## src/rtl/shift_sequencer_pkg.sv

```systemverilog
// Shared definitions for the multi-position shift sequencer.
// Holds the FSM state encoding, the shift-direction encoding shared with
// n_bit_shifter, and the datapath width the sequencer is built for.
package shift_sequencer_pkg;

    typedef enum logic [1:0] {
        ST_IDLE  = 2'd0,
        ST_SHIFT = 2'd1,
        ST_DONE  = 2'd2
    } seq_state_t;

    localparam logic DIR_LEFT  = 1'b0;
    localparam logic DIR_RIGHT = 1'b1;

    localparam int SEQ_WIDTH = 8;

endpackage : shift_sequencer_pkg

```

## src/rtl/n_bit_shifter.sv

```systemverilog
// One-position logical shifter, purely combinational.
// Ports:
//   d       input  N  operand
//   control input  1  0 = shift left, 1 = shift right
//   q       output N  d shifted by one position, zero-filled
module n_bit_shifter #(
    parameter int N = 8
) (
    input  logic [N-1:0] d,
    input  logic         control,
    output logic [N-1:0] q
);

    always_comb begin
        if (control) q = {1'b0, d[N-1:1]};
        else         q = {d[N-2:0], 1'b0};
    end

endmodule : n_bit_shifter

```

## src/rtl/shift_sequencer.sv

```systemverilog
// Multi-position shift controller. Drives n_bit_shifter once per clock to
// perform a logical shift of 0..WIDTH positions left or right.
// Ports:
//   clk     input  1      rising-edge clock
//   reset   input  1      synchronous, active-high reset
//   start   input  1      request; accepted only while ready=1
//   dir     input  1      0 = left, 1 = right
//   amount  input  AMT_W  positions to shift, clamped to WIDTH
//   data_in input  WIDTH  operand, captured on accept
//   ready   output 1      high in IDLE and DONE
//   busy    output 1      high in SHIFT
//   done    output 1      one-cycle pulse in DONE
//   result  output WIDTH  shifted value, valid at done and held afterwards
//
// Handshake: a request is taken on any rising edge where ready=1 and
// start=1; dir, amount and data_in are sampled only on that edge. While
// busy=1 all request inputs are ignored. done pulses for exactly one cycle
// once the shift completes, and that DONE cycle is itself ready, so a start
// held high through it begins the next operation back-to-back.
module shift_sequencer
    import shift_sequencer_pkg::*;
#(
    parameter int WIDTH = SEQ_WIDTH,
    parameter int AMT_W = 4
) (
    input  logic             clk,
    input  logic             reset,
    input  logic             start,
    input  logic             dir,
    input  logic [AMT_W-1:0] amount,
    input  logic [WIDTH-1:0] data_in,
    output logic             ready,
    output logic             busy,
    output logic             done,
    output logic [WIDTH-1:0] result
);

    // Count must hold WIDTH itself, not just WIDTH-1.
    localparam int CNT_W = $clog2(WIDTH + 1);

    seq_state_t       state;
    logic [CNT_W-1:0] count;
    logic             dir_q;
    logic [CNT_W-1:0] clamped;
    logic [WIDTH-1:0] shifted;

    always_comb begin
        if (int'(amount) > WIDTH) clamped = CNT_W'(WIDTH);
        else                      clamped = CNT_W'(amount);
    end

    n_bit_shifter #(
        .N(WIDTH)
    ) u_shifter (
        .d      (result),
        .control(dir_q),
        .q      (shifted)
    );

    // Status outputs are registered alongside the state so each one is a
    // direct flop of the state it describes.
    always_ff @(posedge clk) begin
        if (reset) begin
            state  <= ST_IDLE;
            result <= '0;
            count  <= '0;
            dir_q  <= DIR_LEFT;
            ready  <= 1'b1;
            busy   <= 1'b0;
            done   <= 1'b0;
        end else begin
            case (state)
                ST_IDLE, ST_DONE: begin
                    if (start) begin
                        result <= data_in;
                        dir_q  <= dir;
                        count  <= clamped;
                        if (clamped != '0) begin
                            state <= ST_SHIFT;
                            ready <= 1'b0;
                            busy  <= 1'b1;
                            done  <= 1'b0;
                        end else begin
                            // Zero-length shift completes straight away.
                            state <= ST_DONE;
                            ready <= 1'b1;
                            busy  <= 1'b0;
                            done  <= 1'b1;
                        end
                    end else begin
                        state <= ST_IDLE;
                        ready <= 1'b1;
                        busy  <= 1'b0;
                        done  <= 1'b0;
                    end
                end
                ST_SHIFT: begin
                    result <= shifted;
                    count  <= count - 1'b1;
                    if (count == CNT_W'(1)) begin
                        state <= ST_DONE;
                        ready <= 1'b1;
                        busy  <= 1'b0;
                        done  <= 1'b1;
                    end
                end
                default: begin
                    state <= ST_IDLE;
                    ready <= 1'b1;
                    busy  <= 1'b0;
                    done  <= 1'b0;
                end
            endcase
        end
    end

endmodule : shift_sequencer

```

## config.mk

```make
export PLATFORM = sky130hd
export DESIGN_NAME = shift_sequencer
export DESIGN_NICKNAME = d
export VERILOG_FILES = /design/src/rtl/shift_sequencer_pkg.sv /design/src/rtl/n_bit_shifter.sv /design/src/rtl/shift_sequencer.sv
export SDC_FILE = /design/constraint.sdc
export NUM_CORES = 1
export LEC_CHECK = 0
export BUFFER_PORTS_ARGS = -buffer_cell sky130_fd_sc_hd__buf_2
export CAP_MARGIN = 20
export CORE_MARGIN = 10
export CORE_UTILIZATION = 40
export DETAILED_ROUTE_END_ITERATION = 7
export GPL_ROUTABILITY_DRIVEN = 0
export PLACE_DENSITY_LB_ADDON = 0.25
export SETUP_SLACK_MARGIN = 0.3
export SLEW_MARGIN = 10
export SYNTH_ARGS = -nofsm -noshare
export SYNTH_HDL_FRONTEND = slang
export SYNTH_SLANG_ARGS = --single-unit
```

## constraint.sdc

```tcl
create_clock -name clk -period 3.4 [get_ports clk]
set_input_delay 0.51 -clock clk [delete_from_list [all_inputs] [get_ports clk]]
set_output_delay 0.51 -clock clk [all_outputs]
set_load 0.02 [all_outputs]
```

Yosys cells after proc, flatten, opt, wreduce, memory -nomap -nowiden
Index checks and enable logic that the tools add are counted.

Bits in registers: 18. Input bits: 16. Output and inout bits: 11. Word-level logic and storage cells: 40.

Add/subtract/negate cells: 1. Order comparisons: 1. Equality and inequality tests: 5. Mux-type cells: 20. Reduce and logical (&&, ||, !) cells: 6.

Operator list (number): 8-bit two-way mux (2); 8-bit case mux with 2 select lines (1); 4-bit two-way mux (2); 4-bit case mux with 2 select lines (1); 1-bit two-way mux (7); 2-bit two-way mux (3); 1-bit case mux with 2 select lines (3); 4-bit by 1-bit == test with 1-bit output, second input constant (1); 4-bit greater-than comparator, second input constant (1); 2-bit != test, second input constant (2); 2-bit case mux with 2 select lines (1); 2-bit AND reduction (2); 4-bit nonzero test (1); 4-bit by 1-bit subtractor with 4-bit output, second input constant (1); 2-bit by 1-bit == test with 1-bit output, second input constant (1); 2-bit == test, second input constant (1); 2-bit logical NOT (1); 2-bit nonzero test (1); 2-bit OR reduction (1).

Longest topological paths before layout
Gate-level depths: netlist (run 1).

Depth in word-level cells: 6. Gate-level depth with buffers: 5.

Hierarchy
A second synthesis (run 1) with hierarchy kept.

Cell total of the unflattened synthesis: 102. Area total of the unflattened synthesis: 892.1 µm².

By module, submodules not included: shift_sequencer (instances 1, cells each 93, area an instance 774.5 µm²); n_bit_shifter (instances 1, cells each 9, area an instance 117.6 µm²).

Least setup slack after synthesis (run 1)
OpenSTA, ideal clock, no wires.

Path type: input port to flip-flop. Start: input port reset. End: register busy. Setup time: 0.131 ns. Data arrival time: 1.161 ns. Required time: 3.269 ns. Setup slack: 2.109 ns. Cell stages on the path: 3. Buffers on the path: 2. Path through: clkbuf_1 clkbuf_1 o22ai_1.

RTL lines: from (decl) (RTL line shift_sequencer.sv:27) `input logic reset,`; to (signal assigned) (RTL line shift_sequencer.sv:69) `busy <= 1'b0;`; to (signal assigned) (RTL line shift_sequencer.sv:81) `busy <= 1'b1;`; to (signal assigned) (RTL line shift_sequencer.sv:87) `busy <= 1'b0;`; to (decl) (RTL line shift_sequencer.sv:33) `output logic busy,`.

No word-level cell between the ends.

Worst setup path in the final report (run 1)
Start: register state[0]. End: register count[3].

Longest elaborated chain between the ends: 4.

Ends and longest elaborated chain: from (decl) (RTL line shift_sequencer.sv:41) `seq_state_t state;`; from (signal assigned) (RTL line shift_sequencer.sv:64) `state <= ST_IDLE;`; from (signal assigned) (RTL line shift_sequencer.sv:79) `state <= ST_SHIFT;`; from (signal assigned) (RTL line shift_sequencer.sv:85) `state <= ST_DONE;`; 2-bit == test / 2-bit logical NOT (equally long branches) (RTL line shift_sequencer.sv:72) `case (state)`; 2-bit OR reduction (RTL line shift_sequencer.sv:72); 2-bit != test (no line) / 2-bit nonzero test (equally long branches); 2-bit AND reduction (no line); to (signal assigned) (RTL line shift_sequencer.sv:77) `count <= clamped;`; to (signal assigned) (RTL line shift_sequencer.sv:99) `count <= count - 1'b1;`; to (decl) (RTL line shift_sequencer.sv:42) `logic [CNT_W-1:0] count;`.

Parallel ways exist; a longest one is shown, timed or not. A chain may end at the register's enable or synchronous reset.

==> results_dict.tcl, run 1 <==
set metrics [dict create \
    outcome "finished, final reports clean" \
    timing_hold_violations_final 0 \
    powerDensity_nw_per_um2 479 \
    worstPathArrival_ps 1710 \
    netlist_top_cells_area "dfxtp_1 40%, a211oi_1 6.2%, nand2_1 6.2%" \
    seq_power_share 0.505 \
    stdcell_count 151 \
    drt-wirelength-per-cell_um 14.5 \
    switching_share 0.335 \
    syn2layout_area_growth_pct 17.7 \
    antenna_found_initial 0 \
    worst_pin_slew_ps 718 \
    place_inst 147 \
    drc 0 \
    cts_tree "built" \
    start_util 0.427 \
    ys.flop_type "dfxtp_1" \
    yosysSeqAreaShare 0.402 \
    maxSlewViolCount 0 \
    finalSetupViolations 0 \
    coreArea_um2 1980 \
    rows 16 \
    yosys_warnings 0 \
    hold_class "in2reg" \
    crit_family "simple AND/OR/NAND/NOR gates" \
    grt_max_degree 20 \
    grt_pass1_vias 885 \
    rsz0062_at_grt "no" \
    drive_gt1_frac 0.234 \
    grt_pass1_wl_um 3720 \
    hpwl_um 1580 \
    critPathMaxStageDelay_ps 490 \
    pwr-share-clk 0.231 \
    dieArea_um2 4360 \
    die_height_um 66.0 \
    p_leak_nw 0.417 \
    critical_path_required_ps 3620 \
    synthCells 101 \
    crit_type "reg2reg" \
    p_int_mw 0.318 \
    ctsHoldBuffers 0 \
    syn_area_per_cell_um2 8.39 \
    numPortBuffers 26 \
    ant_nets 0 \
    cp_max_fo 19 \
    numCtsBuffers 3 \
    yosysMostFrequentCell "dfxtp_1" \
    fin_worst_skew_ps 3.70 \
    synthArstFlopShare 0 \
    synth-seq-cells 17 \
    cts-root-buf "clkbuf_4" \
    path_cells "nand2b_1 -> or3_1 -> a31oi_1" \
    cts_resized 0 \
    post_cts_buffers 0 \
    htreeDepth 1 \
    netSwitchingPower_mw 0.160 \
    nets 143 \
    start_kind "register" \
    finalPower_mw 0.478 \
    finalCritPeriodShare 0.437 \
    end_kind "register" \
    pin_count 27 \
    synth_area_leader_cell "dfxtp_1" \
    first_pass_iters 4 \
    die_w_um 66.0 \
    crit_buf_inv 0 \
    combinationalPowerShare 0.264 \
    max_cap_violations 0 \
    yosys.cell_types.count 27 \
    drtIter0Drc 40 \
    netlist_area_um2 847 \
    power.ir.vdd_worst_mv 0.329 \
    maxSlewHeadroom 0.522 \
    clockBufferDepth 2 \
    clock-sinks 17 \
    tns_ps 0 \
    n_antenna_cell 0 \
    synth_nets 119 \
    synth_common_cells "17 x dfxtp_1, 14 x nand2_1, 8 x a21oi_1" \
    clk_latency_ps 290 \
    synth_edf_count 0 \
    grt_overflow 0 \
    slowest_stage "or3_1" \
    grt_usage 0.105 \
    avgViaCountPerCell 5.52 \
    fmaxAchievable_mhz 673 \
    vias 833 \
    path_clk_slew_ps 100 \
    synth_top_area_frac 0.402 \
    period_needed_ps 1490 \
    wirelength_um 2190 \
]
## per-stage QoR
step	hold WS, ps	cell area [µm²]	utilization	setup slack [ps]
CTS	446	997	0.503	1950
floorplan	470	847	-	2110
global placement	461	971	0.490	1890
detailed placement	484	971	0.490	1820
finish	451	997	0.503	1910
global route	454	997	0.503	1840
## path summary, 6_finish.rpt
check | from | slack [ps] | cells past startpoint | endpoint
worst max-delay path | state[0] | 1910 | 3 | count[3]
worst min-delay path | dir | 450 | 3 | dir_q
worst max register to register | state[0] | 1910 | 3 | count[3]
worst min register to register | busy | 500 | 2 | busy
## logic make-up (layout without fill, tap and decap cells)
kind of cell,Yosys count,in the layout,share of synthesized area
AND/OR/NAND/NOR,42,42,0.254
AO/OA/AOI/OAI,29,29,0.244
XOR/XNOR,1,1,0.0103
adder cells (fa/ha/maj),2,2,0.0295
flip-flops,17,17,0.402
buffers and inverters,10,33,0.0606
## sequential cells by signal, summed over array words and instances, names as in the netlist
signal and flops:
done 1, state 1, ready 1, count 4, result 8, busy 1, dir_q 1
## layout by cell type, fill, tap and decap left out, drive strengths merged
| cell type | instances |
|---|---|
| buf | 26 |
| dfxtp | 17 |
| nand2 | 14 |
| a21oi | 8 |
| nor2b | 7 |
| a211oi | 7 |
| a311oi | 6 |
| nor3 | 5 |
| nand2b | 4 |
| clkbuf | 4 |
| inv | 3 |
| nor2 | 3 |
| nor4 | 2 |
| and2b | 2 |
| o22ai | 2 |
| or3 | 2 |
| nand3 | 2 |
| a32oi | 2 |
| ha | 2 |
| a2bb2oi | 1 |
| a21o | 1 |
| a31oi | 1 |
| nand3b | 1 |
| xor2 | 1 |
| a2111oi | 1 |
## layout make-up
type / count / area (µm²)
multi-input combinational: 74 / 455
fill: 201 / 985
sequential: 17 / 340
timing repair buffer: 26 / 130
clock buffer: 4 / 26.3
tap: 27 / 33.8
inverter: 3 / 11.3
## per-layer routing
layer	GRT usage	part of all wire	vias to the layer above
li1	-	-	414
met1	0.113	0.45	388
met2	0.178	0.47	27
met3	0.0492	0.074	4
met4	0.0366	0.014	0
met5	0	0	-
## power groups by stage
stage	Clock [mW]	Sequential (mW)	Combinational [mW]
finish	0.110	0.242	0.126
global route	0.123	0.246	0.141
CTS	0.113	0.242	0.127
detailed placement	0	0.246	0.126
global placement	0	0.246	0.123
floorplan	0	0.258	0.0768
## worst min-delay path: stages
cell	delay, ps
buf_2	90
nand2_1	50
a21oi_1	50
No activity file was read; power rests on OpenSTA's default activity.
==> run 2, diff against run 1 <==
Clock period 3.4 ns to 1.32 ns, I/O delays scaled along.
==> run 2 against run 1 <==
  * Final cell count grew 7.3%
  * Total power increased to 2.9 times the previous value
  * Register-to-register slack got worse by 1800 ps
  * Clock-buffer cell count stayed put
  * Maximum frequency up 21%
  * Non-clock buffer count is 9 higher
==> results_dict.tcl, run 2 (synthesized netlist as in run 1, its figures left out) <==
set metrics [dict create \
    outcome "finished, final reports clean" \
    hold_ws_ps 151 \
    worst_pin_slew_ps 413 \
    top_regs "result x8, count x4" \
    largest_register_ffs 8 \
    drt-wirelength-per-cell_um 15.1 \
    crit_family "compound AO/OA/AOI/OAI gates" \
    cts-root-buf "clkbuf_4" \
    hold_class "in2reg" \
    tns_ps 0 \
    layout_common_cells "15 x buf_2, 15 x buf_4, 11 x nand2_1, 11 x dfxtp_2" \
    crit_buf_inv 1 \
    nets 154 \
    seq_power_share 0.465 \
    cp_max_fo 4 \
    start_kind "register" \
    grt_overflow 0 \
    start_util 0.427 \
    critical_path_required_ps 1500 \
    avgViaCountPerCell 5.49 \
    netSwitchingPower_mw 0.446 \
    fin_area_um2 1220 \
    powerDensity_nw_per_um2 1120 \
    end_kind "register" \
    switching_share 0.327 \
    combinationalPowerShare 0.330 \
    maxSlewHeadroom 0.722 \
    die_height_um 66.0 \
    path_cells "inv_1 -> ha_1 -> a2111oi_2" \
    antenna_found_initial 0 \
    grt_max_degree 20 \
    period_needed_ps 1230 \
    drtIter0Drc 21 \
    power.ir.vdd_worst_mv 0.569 \
    vias 889 \
    ctsHoldBuffers 0 \
    pwr-share-clk 0.205 \
    p_leak_nw 0.496 \
    die_w_um 66.0 \
    syn2layout_area_growth_pct 43.9 \
    max_cap_violations 0 \
    regMostFlops "result" \
    drc 0 \
    fin_worst_skew_ps 5.92 \
    maxSlewViolCount 0 \
    finalSetupViolations 0 \
    critPathMaxStageDelay_ps 380 \
    ant_nets 0 \
    drive_gt1_frac 0.489 \
    dpl_cell_area_um2 1020 \
    grt_pass1_vias 791 \
    p_int_mw 0.919 \
    clock-sinks 17 \
    crit_type "reg2reg" \
    numCtsBuffers 3 \
    coreArea_um2 1980 \
    pin_count 27 \
    clockBufferDepth 2 \
    grt_usage 0.103 \
    slowest_stage "a2111oi_2" \
    finalPower_mw 1.37 \
    path_clk_slew_ps 100 \
    timing_hold_violations_final 0 \
    grt_pass1_wl_um 3610 \
    rows 16 \
    fmaxAchievable_mhz 812 \
    numPortBuffers 26 \
    rsz0062_at_grt "yes" \
    hpwl_um 1580 \
    wirelength_um 2450 \
    dieArea_um2 4360 \
    finalCritPeriodShare 0.933 \
    n_antenna_cell 0 \
    first_pass_iters 4 \
    worstPathArrival_ps 1410 \
    htreeDepth 1 \
    cts_tree "built" \
    clk_latency_ps 290 \
]
==> run 2: layout make-up <==
type | instances | area [µm²]
inverters | 3 | 11.3
clock buffers | 4 | 26.3
flip-flops and latches | 17 | 362
repair buffers | 35 | 253
fillers | 172 | 763
multi-input cells | 76 | 533
well taps | 27 | 33.8
==> run 2: timing repair <==
action	CTS	global route
setup buffers	0	7
endpoints found under the setup margin	26	23
pin swaps	1	7
gates cloned	1	1
gates resized for setup	21	17
==> run 2: path summary, 6_finish.rpt <==
path	to	depth (start not counted)	slack, ps	start
setup / recovery	count[1]	3	90	count[0]
hold / removal	dir_q	3	150	dir
setup reg to reg	count[1]	3	90	count[0]
hold reg to reg	busy	2	480	busy
==> run 2: through the flow <==
step | utilization | setup WS (ps) | std cells
floorplan | - | 174 | 101
finish | 0.615 | 87.9 | 162
global route | 0.615 | 35.3 | 162
global placement | 0.513 | 138 | 149
detailed placement | 0.513 | 84.5 | 149
CTS | 0.553 | 124 | 154
==> run 2: per-layer routing <==
metal | wire, µm | share of wire | track usage | vias up
met3 | 136 | 0.056 | 0.0339 | 4
met2 | 1240 | 0.51 | 0.174 | 19
met4 | 42 | 0.017 | 0.0602 | 0
met5 | 0 | 0 | 0 | -
li1 | - | - | - | 443
met1 | 1030 | 0.42 | 0.110 | 423
==> run 2: worst reg2reg max path, stage by stage, from the launching register on <==
cell and delay, ps:
dfxtp_2 370, inv_1 70, ha_1 310, a2111oi_2 380
==> run 2: power by group through the flow <==
| stage | Sequential [mW] | Clock, mW | Combinational (mW) |
|---|---|---|---|
| after floorplan | 0.669 | 0 | 0.218 |
| after global placement | 0.631 | 0 | 0.343 |
| after detailed placement | 0.632 | 0 | 0.348 |
| after CTS | 0.629 | 0.297 | 0.378 |
| after global routing | 0.643 | 0.312 | 0.492 |
| final | 0.634 | 0.280 | 0.451 |
